### src/rtl/ml555_cfg_pkg.sv
// rtl/ml555_cfg_pkg.sv - shared types, constants and helpers for the ML555 configuration sequencer
package ml555_cfg_pkg;

  typedef enum logic [2:0] {
    ST_CLK_MR     = 3'd0,
    ST_PROG       = 3'd1,
    ST_WAIT_INIT  = 3'd2,
    ST_LOAD       = 3'd3,
    ST_CONFIGURED = 3'd4,
    ST_FAILED     = 3'd5
  } cfg_state_e;

  localparam logic [2:0] ICS_FSEL_100M = 3'b100;
  localparam logic [2:0] ICS_FSEL_125M = 3'b010;
  localparam logic [2:0] ICS_FSEL_250M = 3'b000;

  // Smallest r with 2**r >= value; used to size counters as clog2(limit+1).
  function automatic int clog2(input int value);
    int r;
    r = 0;
    for (int i = 0; i < 31; i++) begin
      if ((1 << i) < value) r = i + 1;
    end
    return r;
  endfunction

endpackage

### src/rtl/ml555_debounce.sv
// rtl/ml555_debounce.sv - pushbutton synchroniser and debouncer with falling-edge pulse
module ml555_debounce
  import ml555_cfg_pkg::*;
#(
  parameter int CYCLES = 16
) (
  input  logic clk_i,
  input  logic rst_ni,
  input  logic raw_i,
  output logic level_o,
  output logic fall_o
);

  localparam int CW = (clog2(CYCLES + 1) > 0) ? clog2(CYCLES + 1) : 1;

  logic [1:0]    sync_q;
  logic          level_q;
  logic          fall_q;
  logic [CW-1:0] cnt_q;

  // Synchronise the raw input, then only move the level after CYCLES stable differing samples.
  always_ff @(posedge clk_i) begin
    if (!rst_ni) begin
      sync_q  <= 2'b11;
      level_q <= 1'b1;
      fall_q  <= 1'b0;
      cnt_q   <= '0;
    end else begin
      sync_q <= {sync_q[0], raw_i};
      fall_q <= 1'b0;
      if (sync_q[1] == level_q) begin
        cnt_q <= '0;
      end else if (cnt_q >= CW'(CYCLES - 1)) begin
        level_q <= sync_q[1];
        fall_q  <= ~sync_q[1];
        cnt_q   <= '0;
      end else begin
        cnt_q <= cnt_q + CW'(1);
      end
    end
  end

  assign level_o = level_q;
  assign fall_o  = fall_q;

endmodule

### src/rtl/ml555_cfg_sequencer.sv
// rtl/ml555_cfg_sequencer.sv - ML555 Platform Flash SelectMAP configuration sequencer
module ml555_cfg_sequencer
  import ml555_cfg_pkg::*;
#(
  parameter int         NUM_FLASH         = 2,
  parameter int         REV_W             = 1,
  parameter int         FLASH_W           = 1,
  parameter int         DEBOUNCE_CYCLES   = 16,
  parameter int         PROG_PULSE_CYCLES = 8,
  parameter int         MR_CYCLES         = 4,
  parameter int         DONE_TIMEOUT      = 1024,
  parameter int         MAX_RETRIES       = 2,
  parameter int         FALLBACK_IMAGE    = 0,
  parameter logic [2:0] ICS_FSEL_DEFAULT  = 3'b010,
  localparam int        IMG_W             = FLASH_W + REV_W
) (
  input  logic                 CLK,
  input  logic                 RST_B,
  input  logic [IMG_W-1:0]     IMAGE_SEL,
  input  logic                 MAN_AUTO,
  input  logic                 PROG_SW_B,
  input  logic                 INIT_B,
  input  logic                 FPGA_DONE,
  input  logic                 FPGA_BUSY_B,
  input  logic [2:0]           ICS_FSEL_REQ,
  output logic                 PROG_B,
  output logic                 FLASH_CF_B,
  output logic [REV_W-1:0]     FLASH_SEL,
  output logic [NUM_FLASH-1:0] FLASH_CE_B,
  output logic                 FLASH_OE_RESET_B,
  output logic                 BUSY_TO_FLASH_B,
  output logic                 FPGA_CS_B,
  output logic                 FPGA_RDWR_B,
  output logic [2:0]           ICS_FSEL,
  output logic                 ICS_MR,
  output logic                 ICS_OEA,
  output logic [2:0]           CFG_STATE,
  output logic                 CFG_ERROR,
  output logic [IMG_W-1:0]     ACTIVE_IMAGE
);

  // One shared phase timer, wide enough for the longest of the three timed phases.
  localparam int TMAX_A = (PROG_PULSE_CYCLES > MR_CYCLES) ? PROG_PULSE_CYCLES : MR_CYCLES;
  localparam int TMAX   = (DONE_TIMEOUT > TMAX_A) ? DONE_TIMEOUT : TMAX_A;
  localparam int TW     = clog2(TMAX + 1);
  localparam int RW     = (clog2(MAX_RETRIES + 1) > 0) ? clog2(MAX_RETRIES + 1) : 1;

  cfg_state_e     state_q, state_d;
  logic [TW-1:0]  cnt_q, cnt_d;
  logic [RW-1:0]  retry_q, retry_d;
  logic [IMG_W-1:0] img_q, img_d;
  logic [2:0]     fsel_q, fsel_d;
  logic           err_q, err_d;
  logic           done_prev_q;

  logic           btn_level;
  logic           btn_fall;
  logic           btn_press;
  logic           load_fail;
  logic           ce_en;
  logic [IMG_W-1:0] sel_img;

  ml555_debounce #(
    .CYCLES (DEBOUNCE_CYCLES)
  ) u_debounce (
    .clk_i   (CLK),
    .rst_ni  (RST_B),
    .raw_i   (PROG_SW_B),
    .level_o (btn_level),
    .fall_o  (btn_fall)
  );

  // The pulse and the freshly-low level arrive together; requiring both rejects a stray pulse.
  assign btn_press = btn_fall & ~btn_level;
  assign load_fail = ~INIT_B | (cnt_q >= TW'(DONE_TIMEOUT - 1));

  // Image to latch from the jumpers; MAN_AUTO pins the revision field to zero.
  always_comb begin
    sel_img = IMAGE_SEL;
    if (MAN_AUTO) sel_img[REV_W-1:0] = '0;
  end

  // Sequencer next-state: phase timing, retry/fallback decisions, button and clock-change overrides.
  always_comb begin
    state_d = state_q;
    cnt_d   = (cnt_q != '1) ? cnt_q + TW'(1) : cnt_q;
    retry_d = retry_q;
    img_d   = img_q;
    fsel_d  = fsel_q;
    err_d   = err_q;

    unique case (state_q)
      ST_CLK_MR: begin
        if (cnt_q >= TW'(MR_CYCLES - 1)) begin
          state_d = ST_PROG;
          cnt_d   = '0;
          img_d   = sel_img;
          retry_d = '0;
        end
      end
      ST_PROG: begin
        if (cnt_q >= TW'(PROG_PULSE_CYCLES - 1)) begin
          state_d = ST_WAIT_INIT;
          cnt_d   = '0;
        end
      end
      ST_WAIT_INIT: begin
        if (INIT_B) begin
          state_d = ST_LOAD;
          cnt_d   = '0;
        end
      end
      ST_LOAD: begin
        if (FPGA_DONE) begin
          state_d = ST_CONFIGURED;
        end else if (load_fail) begin
          cnt_d = '0;
          if (retry_q < RW'(MAX_RETRIES)) begin
            retry_d = retry_q + RW'(1);
            state_d = ST_PROG;
          end else if (img_q != IMG_W'(FALLBACK_IMAGE)) begin
            img_d   = IMG_W'(FALLBACK_IMAGE);
            retry_d = RW'(MAX_RETRIES);
            state_d = ST_PROG;
          end else begin
            state_d = ST_FAILED;
            err_d   = 1'b1;
          end
        end
      end
      ST_CONFIGURED: begin
        if (done_prev_q && !FPGA_DONE) begin
          state_d = ST_WAIT_INIT;
          cnt_d   = '0;
        end
      end
      ST_FAILED: begin
        state_d = ST_FAILED;
      end
      default: begin
        state_d = ST_CLK_MR;
        cnt_d   = '0;
      end
    endcase

    // A button press restarts configuration from any settled or active state except clock reset.
    if (btn_press && state_q != ST_CLK_MR) begin
      state_d = ST_PROG;
      cnt_d   = '0;
      img_d   = sel_img;
      retry_d = '0;
      err_d   = 1'b0;
    end else if ((state_q == ST_CONFIGURED || state_q == ST_FAILED) && ICS_FSEL_REQ != fsel_q) begin
      fsel_d  = ICS_FSEL_REQ;
      state_d = ST_CLK_MR;
      cnt_d   = '0;
    end
  end

  // Sequencer state registers with synchronous active-low reset.
  always_ff @(posedge CLK) begin
    if (!RST_B) begin
      state_q     <= ST_CLK_MR;
      cnt_q       <= '0;
      retry_q     <= '0;
      img_q       <= '0;
      fsel_q      <= ICS_FSEL_DEFAULT;
      err_q       <= 1'b0;
      done_prev_q <= 1'b0;
    end else begin
      state_q     <= state_d;
      cnt_q       <= cnt_d;
      retry_q     <= retry_d;
      img_q       <= img_d;
      fsel_q      <= fsel_d;
      err_q       <= err_d;
      done_prev_q <= FPGA_DONE;
    end
  end

  assign ce_en = (state_q == ST_PROG) || (state_q == ST_WAIT_INIT) || (state_q == ST_LOAD);

  // Only the flash holding the active image is enabled, and only while a load is in progress.
  always_comb begin
    FLASH_CE_B = '1;
    if (ce_en) FLASH_CE_B[img_q[IMG_W-1 -: FLASH_W]] = 1'b0;
  end

  assign PROG_B           = (state_q != ST_PROG);
  assign FLASH_CF_B       = PROG_B;
  assign FLASH_SEL        = img_q[REV_W-1:0];
  assign FLASH_OE_RESET_B = INIT_B;
  assign BUSY_TO_FLASH_B  = FPGA_BUSY_B;
  assign FPGA_CS_B        = 1'b0;
  assign FPGA_RDWR_B      = 1'b0;
  assign ICS_FSEL         = fsel_q;
  assign ICS_MR           = (state_q == ST_CLK_MR);
  assign ICS_OEA          = (state_q != ST_CLK_MR);
  assign CFG_STATE        = state_q;
  assign CFG_ERROR        = err_q;
  assign ACTIVE_IMAGE     = img_q;

endmodule
### config.mk
export PLATFORM = sky130hd
export DESIGN_NAME = ml555_cfg_sequencer
export DESIGN_NICKNAME = d
export VERILOG_FILES = /design/src/rtl/ml555_cfg_pkg.sv /design/src/rtl/ml555_debounce.sv /design/src/rtl/ml555_cfg_sequencer.sv
export SDC_FILE = /design/constraint.sdc
export NUM_CORES = 1
export LEC_CHECK = 0
export CELL_PAD_IN_SITES_DETAIL_PLACEMENT = 1
export CELL_PAD_IN_SITES_GLOBAL_PLACEMENT = 1
export CORE_UTILIZATION = 50
export CTS_CLUSTER_SIZE = 20
export DETAILED_ROUTE_END_ITERATION = 10
export DONT_BUFFER_PORTS = 1
export PLACE_DENSITY = 0.9
export REMOVE_ABC_BUFFERS = 1
export SETUP_SLACK_MARGIN = 0.5
export SLEW_MARGIN = 25
export SYNTH_ARGS = -nofsm -noshare
export SYNTH_HDL_FRONTEND = slang
export SYNTH_SLANG_ARGS = --single-unit
### constraint.sdc
create_clock -name CLK -period 4 [get_ports CLK]
set_input_delay 0.4 -clock CLK [delete_from_list [all_inputs] [get_ports CLK]]
set_output_delay 0.4 -clock CLK [all_outputs]
set_load 0.005 [all_outputs]
## After elaboration in Yosys (flattened, before gate mapping)

Cells that the tools add are included.

- Output and inout port bits: 20
- Logic and storage cells: 122
- Bits in registers: 32
- Bits of input ports: 12

- Muxes and demuxes: 36
- Equal/unequal tests: 27
- Bitwise logic cells: 13
- Magnitude comparators: 7
- Add/subtract/negate cells: 3
- Reductions and logical operators: 24

Operators by type and width:

| operator | number |
|---|---|
| $mux 11 | 7 |
| $pmux 11 s6 | 1 |
| $mux 2 | 12 |
| $mux 3 | 8 |
| $reduce_and 5->1 | 4 |
| $ne 3x3->1 const B | 6 |
| $pmux 3 s6 | 1 |
| $add 11x1->11 const B | 1 |
| $ge 11x10->1 const B | 1 |
| $ge 11x2->1 const B | 1 |
| $ge 11x3->1 const B | 1 |
| $ne 11x11->1 const B | 1 |
| $ne 2x2->1 const B | 5 |
| $not 1->1 | 10 |
| $reduce_or 3->1 | 3 |
| $ne 4x4->1 const B | 2 |
| $pmux 2 s2 | 2 |
| $eq 3x2->1 const B | 2 |
| $eq 3x3->1 const B | 2 |
| $ne 3x1->1 const B | 2 |
| $reduce_and 6->1 | 1 |
| $reduce_bool 3->1 | 2 |
| $add 5x1->5 const B | 1 |
| $ge 5x4->1 const B | 1 |
| 23 further kinds | 33 |

## Depth between registers and ports, before layout

Gate-level depths: netlist of the first run.

- Word-level depth: 8
- Depth in mapped cells: 9
- Gate-level depth less buffers: 7

## Hierarchy

From an unflattened synthesis of the first run, not the netlist that was laid out.

- Cell total of the unflattened synthesis: 196
- Area, all modules: 1,844.3 um^2

By module, submodules not included:

| module | cells each | area each (um^2) | sequential area each (um^2) | instances |
|---|---|---|---|---|
| ml555_cfg_sequencer | 164 | 1,507.7 | 460.4 | 1 |
| ml555_debounce | 32 | 336.6 | 180.2 | 1 |

## Worst setup path before layout of the first run

Ideal clock, no wire load.

- Kind: reg-to-reg
- Start point: reg cnt_q[0]
- End point: reg cnt_q[2]
- Cell stages (with the launch flop): 8
- Library setup time: 117 ps
- Period minus slack after synthesis: 1,936 ps
- Setup slack: 2,064 ps
- Required time: 3,883 ps
- Buffers on the path: 1
- Arrival time: 1,819 ps
- Cells stage by stage: dfxtp_1 -> ha_1 -> a21oi_1 -> or4_4 -> and3_4 -> o311ai_4 -> buf_6 -> nor3_2

- Word-level cells in the longest chain between the ends: 5
- Elaborated cells on any way between the ends: 14
- Classes of those cells: add/sub (1); order compare (3); eq/ne (1); mux (8); bitwise (1)

RTL lines:

| item | line | source |
|---|---|---|
| start: declaration | ml555_cfg_sequencer.sv:49 | `logic [TW-1:0] cnt_q, cnt_d;` |
| start signal: assignment | ml555_cfg_sequencer.sv:172 | `cnt_q <= cnt_d;` |
| $add 11x1->11, or another cell as far along | ml555_cfg_sequencer.sv:86 | `cnt_d = (cnt_q != '1) ? cnt_q + TW'(1) : cnt_q;` |
| $mux 11 / $or 1x1->1 (equally long branches) | ml555_cfg_sequencer.sv:86, ml555_cfg_sequencer.sv:75 |  |
| $mux 11 | ml555_cfg_sequencer.sv:116 | `end else if (load_fail) begin` |
| $mux 11 | ml555_cfg_sequencer.sv:114 | `if (FPGA_DONE) begin` |
| $pmux 11 s6 (*) | ml555_cfg_sequencer.sv:92 | `unique case (state_q)` |

Mark *: on every way between the ends. The rest lies on a longest branch, timed or not.
A chain may end at the register's enable or synchronous reset.

## Worst setup path after layout of the first run

- Start point: reg cnt_q[0]
- End point: reg cnt_q[8]

The elaborated chain is that of the path after synthesis.

==> results.sh, run 1 <==
export IMPL_diodes=0
export IMPL_slew_limit_headroom=0.446
export IMPL_die_x_um=62.1
export IMPL_synthCells=202
export IMPL_ys_warn_count=0
export IMPL_required_ns=4.19
export IMPL_stdcell_count=245
export IMPL_path_clk_slew_ns=0.12
export IMPL_grtUsageTotal=0.239
export IMPL_slew_violations=0
export IMPL_synthDistinctLibCells=56
export IMPL_status="complete, no violations"
export IMPL_wl_per_cell_um=17.2
export IMPL_max_freq_mhz=404
export IMPL_post_route_drc_count=0
export IMPL_synth_compound_area_share=0.132
export IMPL_ys_async_sr_fraction=0
export IMPL_worstSetupStartpointType="flip-flop"
export IMPL_period_share=0.619
export IMPL_overflow=0
export IMPL_vias=1456
export IMPL_via_per_inst=5.94
export IMPL_rsz0062_at_grt="false"
export IMPL_synth_most_common_cell="dfxtp_1"
export IMPL_dpl_cell_count=237
export IMPL_worst_pin_slew_ns=0.825
export IMPL_worst_path_max_fanout=11
export IMPL_nets=213
export IMPL_worst_ep_arrival_time_ns=2.66
export IMPL_critPathKind="reg2reg"
export IMPL_antenna_found_initial=0
export IMPL_synth_area_um2=1800
export IMPL_synth_area_top_cells="dfxtp_1 36%, mux2i_1 3.9%, nor2_1 3.7%"
export IMPL_clockBufferDepth=2
export IMPL_fin_tns_setup_ns=0
export IMPL_std_cell_rows=21
export IMPL_setup_violations=0
export IMPL_drive_above_1_share=0.166
export IMPL_die_h_um=62.1
export IMPL_ys_ff_latch=32
export IMPL_synth_flop_cell="dfxtp_1"
export IMPL_drtAntennaViolNets=0
export IMPL_synth_xor_area_frac=0.0583
export IMPL_synth_mux_area_frac=0.0451
export IMPL_finalCriticalPeriod_ns=2.48
export IMPL_finalPower_mw=0.922
export IMPL_leakagePower_nw=0.628
export IMPL_ys_seq_area_frac=0.355
export IMPL_cts_resized=0
export IMPL_cts_setup_buffers=0
export IMPL_hold_viol_final=0
export IMPL_ir_drop_mv=0.273
export IMPL_rrSetupSlack_ns=1.52
export IMPL_wirelength_mm=4.22
export IMPL_grt_start_max_net_pins=18
export IMPL_synth_top_family_by_area="simple AND/OR/NAND/NOR gates"
export IMPL_post_synth_fa_ha_maj_area_fraction=0.0208
export IMPL_clkLatencyLatePin_ns=0.35
export IMPL_synth_edf_count=0
export IMPL_grt_pass1_vias=1454
export IMPL_hold_class="in2reg"
export IMPL_ctsRootBufferMaster="clkbuf_4"
export IMPL_design_core_area_um2=3390
export IMPL_drtPass1Iterations=4
export IMPL_start_util=0.532
export IMPL_maxCapViolCount=0
export IMPL_cts_tree="built"
export IMPL_end_kind="flip-flop"
export IMPL_ioPinCount=32
export IMPL_ctsHoldBuffers=0
export IMPL_cts_made_buffers=5
export IMPL_synth_common_cells="32 x dfxtp_1, 18 x nor2_1, 17 x nand2_1"
export IMPL_synth_area_leader_cell="dfxtp_1"
export IMPL_dp_hpwl_mm=3.18
export IMPL_synth_simple_area_share=0.314
export IMPL_htreeDepth=2
export IMPL_grt_pass1_wl_mm=6.51
export IMPL_synth_avg_cell_area_um2=8.93
export IMPL_cts_sinks=32
export IMPL_syn_to_final_growth_pct=1.04
export IMPL_skew_ns=0.0189
export IMPL_cellPowerDensity_nw_per_um2=506
export IMPL_dieArea_um2=3850
export IMPL_whs_ns=0.106
export IMPL_place_congestion=0.827
export IMPL_drt_first_iter_violations=84
export IMPL_io_buffers=0
export IMPL_yosys_area_top_type_share=0.355
## layer usage
metal / routed length [µm] / vias up / global-route usage / part of all wire
met5: 0 / - / 0 / 0
met4: 55 / 0 / 0.0857 / 0.013
met3: 199 / 5 / 0.0745 / 0.047
met2: 2190 / 43 / 0.418 / 0.52
met1: 1780 / 704 / 0.274 / 0.42
li1: - / 704 / - / -
## through the flow
stage          cell area [µm²]  worst slack (ns)  utilization
3_3_place_gp              1760              1.75        0.519
2_1_floorplan             1700              1.87            -
6_report                  1820              1.52        0.537
3_5_place_dp              1760              1.59        0.519
4_1_cts                   1820              1.53        0.537
5_1_grt                   1820              1.37        0.537
## worst max-delay path: stages (launching register included)
cell and delay (ns):
dfxtp_1 0.45, ha_1 0.26, a21oi_1 0.09, or4_4 0.53, and3_4 0.19, o311ai_4 0.63
nor3_1 0.15
## flip-flops by register name (all words and copies together), names as in the netlist
name / flops
u_debounce.level_o: 1
cnt_q: 11
u_debounce.fall_o: 1
retry_q: 2
u_debounce.cnt_q: 5
done_prev_q: 1
ACTIVE_IMAGE: 2
CFG_ERROR: 1
u_debounce.sync_q: 2
ICS_FSEL: 3
CFG_STATE: 3
## cell families after synthesis
family,after synthesis
adder cells (fa/ha/maj),3
flip-flops,32
multiplexers,8
other,1
XOR/XNOR,12
buffers and inverters,19
AND/OR/NAND/NOR,97
AO/OA/AOI/OAI,30
## worst paths after layout
| kind | start | endpoint | cells past startpoint |
|---|---|---|---|
| worst min register to register | u_debounce.sync_q[0]$_SDFF_PN1_ | u_debounce.sync_q[1]$_SDFF_PN1_ | 1 |
| worst min-delay path | RST_B | ICS_FSEL[1]$_SDFFE_PN1P_ | 1 |
| worst max-delay path | cnt_q[0]$_SDFF_PP0_ | cnt_q[8]$_SDFF_PP0_ | 6 |
| worst max register to register | cnt_q[0]$_SDFF_PP0_ | cnt_q[8]$_SDFF_PP0_ | 6 |
## report_power, final
part	internal (mW)	switching, mW
combinational	0.115	0.199
sequential	0.352	0.0629
clock	0.0691	0.124
## placed cells by master (no fill, tap or decap), drive strengths merged, types with 2 or more instances in the layout
cell type | synthesis | final
nor3 | 9 | 9
nand2 | 17 | 17
nor4 | 5 | 5
a31oi | 3 | 3
o31ai | 2 | 2
and4bb | 2 | 2
o21ai | 5 | 5
xnor2 | 6 | 6
and3 | 5 | 5
dfxtp | 32 | 32
or4 | 2 | 2
nand3 | 6 | 6
xor2 | 6 | 6
clkinvlp | 0 | 2
a211oi | 3 | 3
nor2 | 27 | 27
or3 | 2 | 2
and2 | 3 | 3
nand4 | 2 | 2
mux2i | 7 | 7
conb | 1 | 2
nor2b | 5 | 5
inv | 7 | 7
nand2b | 6 | 6
a21oi | 4 | 4
and2b | 2 | 2
clkbuf | 2 | 5
ha | 3 | 3
## final cells by class
type	count	area, µm²
sequential	32	641
inverter	7	26.3
fill	395	1570
clock inverter	3	23.8
tap	46	57.6
multi-input combinational	152	1040
clock buffer	5	37.5
(Power assumes the default switching activity.)
==> inputs of run 2 (changes only) <==
--- a/config.mk
+++ b/config.mk
@@ -5,13 +5,14 @@
 export SDC_FILE = /design/constraint.sdc
 export NUM_CORES = 1
 export LEC_CHECK = 0
+export ABC_AREA = 1
 export CELL_PAD_IN_SITES_DETAIL_PLACEMENT = 1
 export CELL_PAD_IN_SITES_GLOBAL_PLACEMENT = 1
-export CORE_UTILIZATION = 50
+export CORE_UTILIZATION = 44
 export CTS_CLUSTER_SIZE = 20
 export DETAILED_ROUTE_END_ITERATION = 10
 export DONT_BUFFER_PORTS = 1
-export PLACE_DENSITY = 0.9
+export PLACE_DENSITY = 0.85
 export REMOVE_ABC_BUFFERS = 1
 export SETUP_SLACK_MARGIN = 0.5
 export SLEW_MARGIN = 25
==> constraint.sdc (replaced) <==
create_clock -name CLK -period 2.5 [get_ports CLK]
set_input_delay 0.25 -clock CLK [delete_from_list [all_inputs] [get_ports CLK]]
set_output_delay 0.25 -clock CLK [all_outputs]
set_load 0.005 [all_outputs]
==> run 2 against run 1 <==
  * First-iteration DRC count is 17% lower
  * Register-to-register slack worse by 0.86 ns
  * Highest routed layer unchanged
  * Setup slack got worse by 0.86 ns
  * Clock power grew to 2.7 times the previous value
  * Largest power group unchanged
  * Largest cell class unchanged
  * Global-route usage down 3.2 points
  * Sequential share of layout area down 2.5 points
  * Die area up 16%
  * Wire length down 1.1%
  * Critical path depth grew 4
==> results.sh, run 2 <==
export IMPL_post_route_drc_count=0
export IMPL_place_congestion=0.824
export IMPL_maxCapViolCount=0
export IMPL_worstSetupStartpointType="flip-flop"
export IMPL_yosys_area_top_type_share=0.346
export IMPL_grtUsageTotal=0.207
export IMPL_stdcell_count=314
export IMPL_cts_sinks=32
export IMPL_slew_limit_headroom=0.652
export IMPL_dp_hpwl_mm=3.22
export IMPL_setup_violations=0
export IMPL_synth_common_cells="50 x nand2_1, 38 x inv_1, 35 x nor2_1"
export IMPL_io_buffers=0
export IMPL_ioPinCount=32
export IMPL_synth_area_top_cells="dfxtp_1 35%, nand2_1 10%, inv_1 7.7%"
export IMPL_slew_violations=0
export IMPL_syn_to_final_growth_pct=6.02
export IMPL_worst_path_max_fanout=11
export IMPL_postLayoutCoreUtil=0.487
export IMPL_hold_class="in2reg"
export IMPL_nets=278
export IMPL_ctsHoldBuffers=0
export IMPL_clockBufferDepth=2
export IMPL_synth_area_um2=1850
export IMPL_std_cell_rows=23
export IMPL_ys_warn_count=0
export IMPL_wl_per_cell_um=13.3
export IMPL_worst_ep_arrival_time_ns=2.08
export IMPL_ir_drop_mv=0.445
export IMPL_cellPowerDensity_nw_per_um2=841
export IMPL_finalCriticalPeriod_ns=1.84
export IMPL_synth_area_leader_cell="dfxtp_1"
export IMPL_period_share=0.735
export IMPL_cts_made_buffers=5
export IMPL_final_common_cell="nand2_1"
export IMPL_leakagePower_nw=0.794
export IMPL_synthDistinctLibCells=34
export IMPL_dpl_cell_count=306
export IMPL_rsz0062_at_grt="false"
export IMPL_required_ns=2.74
export IMPL_grt_start_max_net_pins=12
export IMPL_pre_cts_slack_ns=0.626
export IMPL_critPathKind="reg2reg"
export IMPL_design_core_area_um2=4030
export IMPL_drive_above_1_share=0.174
export IMPL_hold_viol_final=0
export IMPL_max_stage_delay_ns=0.33
export IMPL_antenna_found_initial=0
export IMPL_overflow=0
export IMPL_setup_ws_ns=0.662
export IMPL_most_common_layout_cells="50 x nand2_1, 38 x inv_1, 35 x nor2_1"
export IMPL_synth_most_common_cell="nand2_1"
export IMPL_end_kind="flip-flop"
export IMPL_path_cells="ha_1 > nand2_1 > inv_1 > nand3_1 > nand2_1 > nor2_2 > nor2_1 > o211ai_2 > nand2_4 > nor2_2"
export IMPL_path_clk_slew_ns=0.07
export IMPL_status="complete, no violations"
export IMPL_ys_async_sr_fraction=0
export IMPL_via_per_inst=5.16
export IMPL_clkLatencyLatePin_ns=0.30
export IMPL_finalPower_mw=1.65
export IMPL_die_x_um=66.8
export IMPL_ys_ff_latch=32
export IMPL_largest_reg_flops=11
export IMPL_drt_first_iter_violations=70
export IMPL_diodes=0
export IMPL_worst_path_max_delay_cell="dfxtp_1"
export IMPL_worst_pin_slew_ns=0.518
export IMPL_max_freq_mhz=544
export IMPL_synth_flop_cell="dfxtp_1"
export IMPL_wirelength_mm=4.17
export IMPL_dieArea_um2=4470
export IMPL_skew_ns=0.00746
export IMPL_vias=1620
export IMPL_fin_tns_setup_ns=0
export IMPL_die_h_um=66.8
export IMPL_regMostFlops="cnt_q"
export IMPL_synth_avg_cell_area_um2=7.03
export IMPL_grt_pass1_wl_mm=6.70
export IMPL_htreeDepth=2
export IMPL_grt_pass1_vias=1581
export IMPL_drtPass1Iterations=4
export IMPL_start_util=0.459
export IMPL_synth_edf_count=0
export IMPL_cts_tree="built"
export IMPL_synthCells=263
export IMPL_drtAntennaViolNets=0
export IMPL_ys_seq_area_frac=0.346
export IMPL_reg_largest_list="cnt_q: 11 flops, u_debounce.cnt_q: 5 flops"
export IMPL_ctsRootBufferMaster="clkbuf_8"
[run 2: path summary, 6_finish.rpt]
path                              startpoint                         endpoint  slack [ns]  cells past startpoint
max                      cnt_q[0]$_SDFF_PP0_              cnt_q[1]$_SDFF_PP0_        0.66                     10
min reg2reg  u_debounce.sync_q[0]$_SDFF_PN1_  u_debounce.sync_q[1]$_SDFF_PN1_        0.42                      1
max reg2reg              cnt_q[0]$_SDFF_PP0_              cnt_q[1]$_SDFF_PP0_        0.66                     10
min                                    RST_B  u_debounce.level_o$_SDFFE_PN1P_        0.02                      1
[run 2: kinds of logic after synthesis]
family | Yosys count | synth area share
AO/OA/AOI/OAI | 28 | 0.0900
buffers and inverters | 50 | 0.122
other | 1 | 0.00203
flip-flops | 32 | 0.346
AND/OR/NAND/NOR | 143 | 0.390
multiplexers | 1 | 0.00541
XOR/XNOR | 5 | 0.0237
adder cells (fa/ha/maj) | 3 | 0.0203
[run 2: final cells by class]
cell class / count / area (µm²)
Clock buffer: 6 / 72.6
Clock inverter: 2 / 35.0
Fill cell: 553 / 2070
Inverter: 42 / 158
Multi-Input combinational cell: 182 / 992
Sequential cell: 32 / 641
Tap cell: 50 / 62.6
[run 2: report_power, final]
part	internal [mW]	switching, mW
combinational	0.180	0.347
sequential	0.552	0.0591
clock	0.296	0.216
[run 2: routing by layer]
layer	routed length, µm	GRT usage	vias to the layer above
met5	0	0	-
met4	61	0.0638	0
met3	174	0.0839	5
met2	2020	0.347	25
met1	1920	0.238	768
li1	-	-	822
[run 2: worst max-delay path, delay by kind of cell, from the launching register on]
kind	cells	cell delay, ns
flops	1	0.33
buf+inv	1	0.08
fa+ha+maj	1	0.23
compound gates	1	0.21
simple gates	7	0.92
[run 2: what timing repair did]
| action | CTS | global route |
|---|---|---|
| buffers inserted | 0 | 0 |
| setup endpoints to repair | 0 | 11 |
| resized for setup | 0 | 1 |
| endpoints found under the hold margin | 0 | 0 |
[run 2: per-stage QoR]
step	hold slack, ns	area (µm²)
after floorplan	0.319	1790
after global placement	0.321	1850
after detailed placement	0.328	1850
after CTS	0.0133	1960
after global routing	0.0109	1960
final	0.0223	1960
==> inputs of run 3 (changes only) <==
--- a/config.mk
+++ b/config.mk
@@ -8,11 +8,11 @@
 export ABC_AREA = 1
 export CELL_PAD_IN_SITES_DETAIL_PLACEMENT = 1
 export CELL_PAD_IN_SITES_GLOBAL_PLACEMENT = 1
-export CORE_UTILIZATION = 44
+export CORE_UTILIZATION = 40
 export CTS_CLUSTER_SIZE = 20
 export DETAILED_ROUTE_END_ITERATION = 10
 export DONT_BUFFER_PORTS = 1
-export PLACE_DENSITY = 0.85
+export PLACE_DENSITY = 0.82
 export REMOVE_ABC_BUFFERS = 1
 export SETUP_SLACK_MARGIN = 0.5
 export SLEW_MARGIN = 25
==> constraint.sdc (replaced) <==
create_clock -name CLK -period 1.64 [get_ports CLK]
set_input_delay 0.164 -clock CLK [delete_from_list [all_inputs] [get_ports CLK]]
set_output_delay 0.164 -clock CLK [all_outputs]
set_load 0.005 [all_outputs]
==> run 3 against run 2 <==
  * The flow now finishes with violations (negative hold slack, negative setup slack)
  * Wire length is 130% higher
  * Setup slack worse by 0.81 ns
  * Largest power group is now combinational logic
  * Maximum frequency is 2.6% higher
  * Cell area is 52% higher
  * Sequential cell count stayed put
  * Worst hold slack worse by 0.027 ns
==> results.sh, run 3 (same netlist as run 2, synthesis figures left out) <==
export IMPL_sw_frac_of_total=0.419
export IMPL_met2_usage=0.550
export IMPL_clkLatencyLatePin_ns=0.31
export IMPL_period_share=1.09
export IMPL_leakagePower_nw=1.25
export IMPL_die_h_um=70.0
export IMPL_worstHoldEndpoint="ICS_FSEL[1]$_SDFFE_PN1P_"
export IMPL_cts_made_buffers=5
export IMPL_hold_class="in2reg"
export IMPL_io_buffers=0
export IMPL_switchingPower_mw=1.55
export IMPL_vias=2249
export IMPL_critPathKind="reg2reg"
export IMPL_via_per_inst=5.90
export IMPL_required_ns=1.84
export IMPL_design_core_area_um2=4380
export IMPL_wirelength_mm=9.46
export IMPL_worst_ep_arrival_time_ns=1.99
export IMPL_syn_to_final_growth_pct=60.9
export IMPL_final_common_cell="buf_4"
export IMPL_dieArea_um2=4900
export IMPL_seq_power_share=0.265
export IMPL_worstSetupStartpointType="flip-flop"
export IMPL_timing_rr_start="cnt_q[6]$_SDFF_PP0_"
export IMPL_combPwrFrac=0.509
export IMPL_violations="negative hold slack, negative setup slack"
export IMPL_cts_sinks=32
export IMPL_slew_violations=0
export IMPL_cellPowerDensity_nw_per_um2=1240
export IMPL_finalPower_mw=3.70
export IMPL_cts_tree="built"
export IMPL_nFillCells=497
export IMPL_place_congestion=0.864
export IMPL_reg_largest_list="cnt_q: 11 flops, u_debounce.cnt_q: 5 flops"
export IMPL_most_common_layout_cells="46 x buf_4, 30 x nand2_1, 27 x inv_1"
export IMPL_diodes=0
export IMPL_status="finished with violations"
export IMPL_finalCriticalPeriod_ns=1.79
export IMPL_drt_first_iter_violations=180
export IMPL_grt_start_max_net_pins=13
export IMPL_setup_ws_ns=-0.152
export IMPL_std_cell_rows=24
export IMPL_clkPwrFrac=0.227
export IMPL_hold_viol_final=2
export IMPL_min_path_cells=2
export IMPL_ctsRootBufferMaster="clkbuf_8"
export IMPL_top_usage_layer="met2"
export IMPL_grt_use_met3=0.0491
export IMPL_fin_tns_setup_ns=-2.07
export IMPL_rsz0062_at_grt="true"
export IMPL_grt_pass1_wl_mm=11.5
export IMPL_grtUsageTotal=0.307
export IMPL_path_clk_slew_ns=0.10
export IMPL_pre_cts_slack_ns=-0.131
export IMPL_p_int_mw=2.15
export IMPL_drive_above_1_share=0.578
export IMPL_hold_path_startpoint="ICS_FSEL_REQ[1]"
export IMPL_htreeDepth=2
export IMPL_wl_per_cell_um=24.8
export IMPL_max_freq_mhz=558
export IMPL_clockBufferDepth=2
export IMPL_worst_path_max_fanout=4
export IMPL_worst_r2r_path_depth=10
export IMPL_rrSetupSlack_ns=-0.15
export IMPL_start_util=0.422
export IMPL_dp_hpwl_mm=3.70
export IMPL_skew_ns=0.0188
export IMPL_regMostFlops="cnt_q"
export IMPL_setup_violations=18
export IMPL_postLayoutCoreUtil=0.679
export IMPL_nets=343
export IMPL_whs_ns=-0.00443
export IMPL_overflow=0
export IMPL_end_kind="flip-flop"
export IMPL_ioPinCount=32
export IMPL_drtPass1Iterations=4
export IMPL_antenna_found_initial=0
export IMPL_drtAntennaViolNets=0
export IMPL_largest_reg_flops=11
export IMPL_grt_pass1_vias=2182
export IMPL_ir_drop_mv=0.771
export IMPL_rr_endpoint="ACTIVE_IMAGE[1]$_SDFFE_PN0P_"
export IMPL_met1_usage=0.359
export IMPL_maxCapViolCount=0
export IMPL_post_route_drc_count=0
export IMPL_die_x_um=70.0
-- run 3: critical path: stages, from the launching register on --
cell,delay [ns]
dfxtp_1,0.40
nand2_1,0.15
nor2_4,0.21
nand3_2,0.11
nand2_2,0.13
nor2_4,0.06
buf_4,0.16
nand3_4,0.07
nand4_4,0.11
o21bai_1,0.21
nor2_1,0.08
-- run 3: routing by layer --
layer | wire length [µm] | vias up | share of wire
met1 | 3370 | 1096 | 0.36
met3 | 602 | 54 | 0.064
met4 | 613 | 0 | 0.065
li1 | - | 959 | -
met2 | 4870 | 140 | 0.52
met5 | 0 | - | 0
-- run 3: area by class of cell --
class | count | area, µm² | area share
clock inverters | 3 | 46.3 | 0.0156
flip-flops and latches | 32 | 666 | 0.224
repair buffers | 65 | 587 | 0.197
clock buffers | 5 | 68.8 | 0.0231
well taps | 52 | 65.1 | 0.0219
inverters | 42 | 175 | 0.0589
multi-input cells | 182 | 1370 | 0.460
-- run 3: timing repair --
action	in CTS	in global routing
hold endpoints to repair	5	2
gates resized for setup	82	60
setup endpoints to repair	37	35
hold buffers	3	2
pin swaps	22	25
buffers inserted	21	12
gates cloned	1	0
-- run 3: worst max path at each step --
| stage | from | endpoint | cells after the start |
|---|---|---|---|
| after global placement | cnt_q[0]$_SDFF_PP0_ | cnt_q[9]$_SDFF_PP0_ | 9 |
| after global routing | cnt_q[1]$_SDFF_PP0_ | cnt_q[9]$_SDFF_PP0_ | 10 |
| after CTS | cnt_q[1]$_SDFF_PP0_ | cnt_q[2]$_SDFF_PP0_ | 12 |
| after floorplan | cnt_q[0]$_SDFF_PP0_ | cnt_q[0]$_SDFF_PP0_ | 10 |
| final | cnt_q[6]$_SDFF_PP0_ | ACTIVE_IMAGE[1]$_SDFFE_PN0P_ | 10 |
| after detailed placement | cnt_q[0]$_SDFF_PP0_ | cnt_q[9]$_SDFF_PP0_ | 9 |
-- run 3: per-stage QoR --
step / instances / instance area [µm²]
3_3_place_gp: 334 / 2070
2_1_floorplan: 256 / 1790
3_5_place_dp: 334 / 2070
5_1_grt: 381 / 2980
4_1_cts: 367 / 2670
6_report: 381 / 2980
-- run 3: power groups by stage --
stage | Sequential [mW] | Combinational (mW) | Clock (mW)
2_1_floorplan | 0.931 | 0.646 | 0
3_3_place_gp | 0.929 | 0.997 | 0
3_5_place_dp | 0.936 | 1.03 | 0
4_1_cts | 0.957 | 1.45 | 0.804
5_1_grt | 0.986 | 1.95 | 0.866
6_report | 0.978 | 1.88 | 0.839
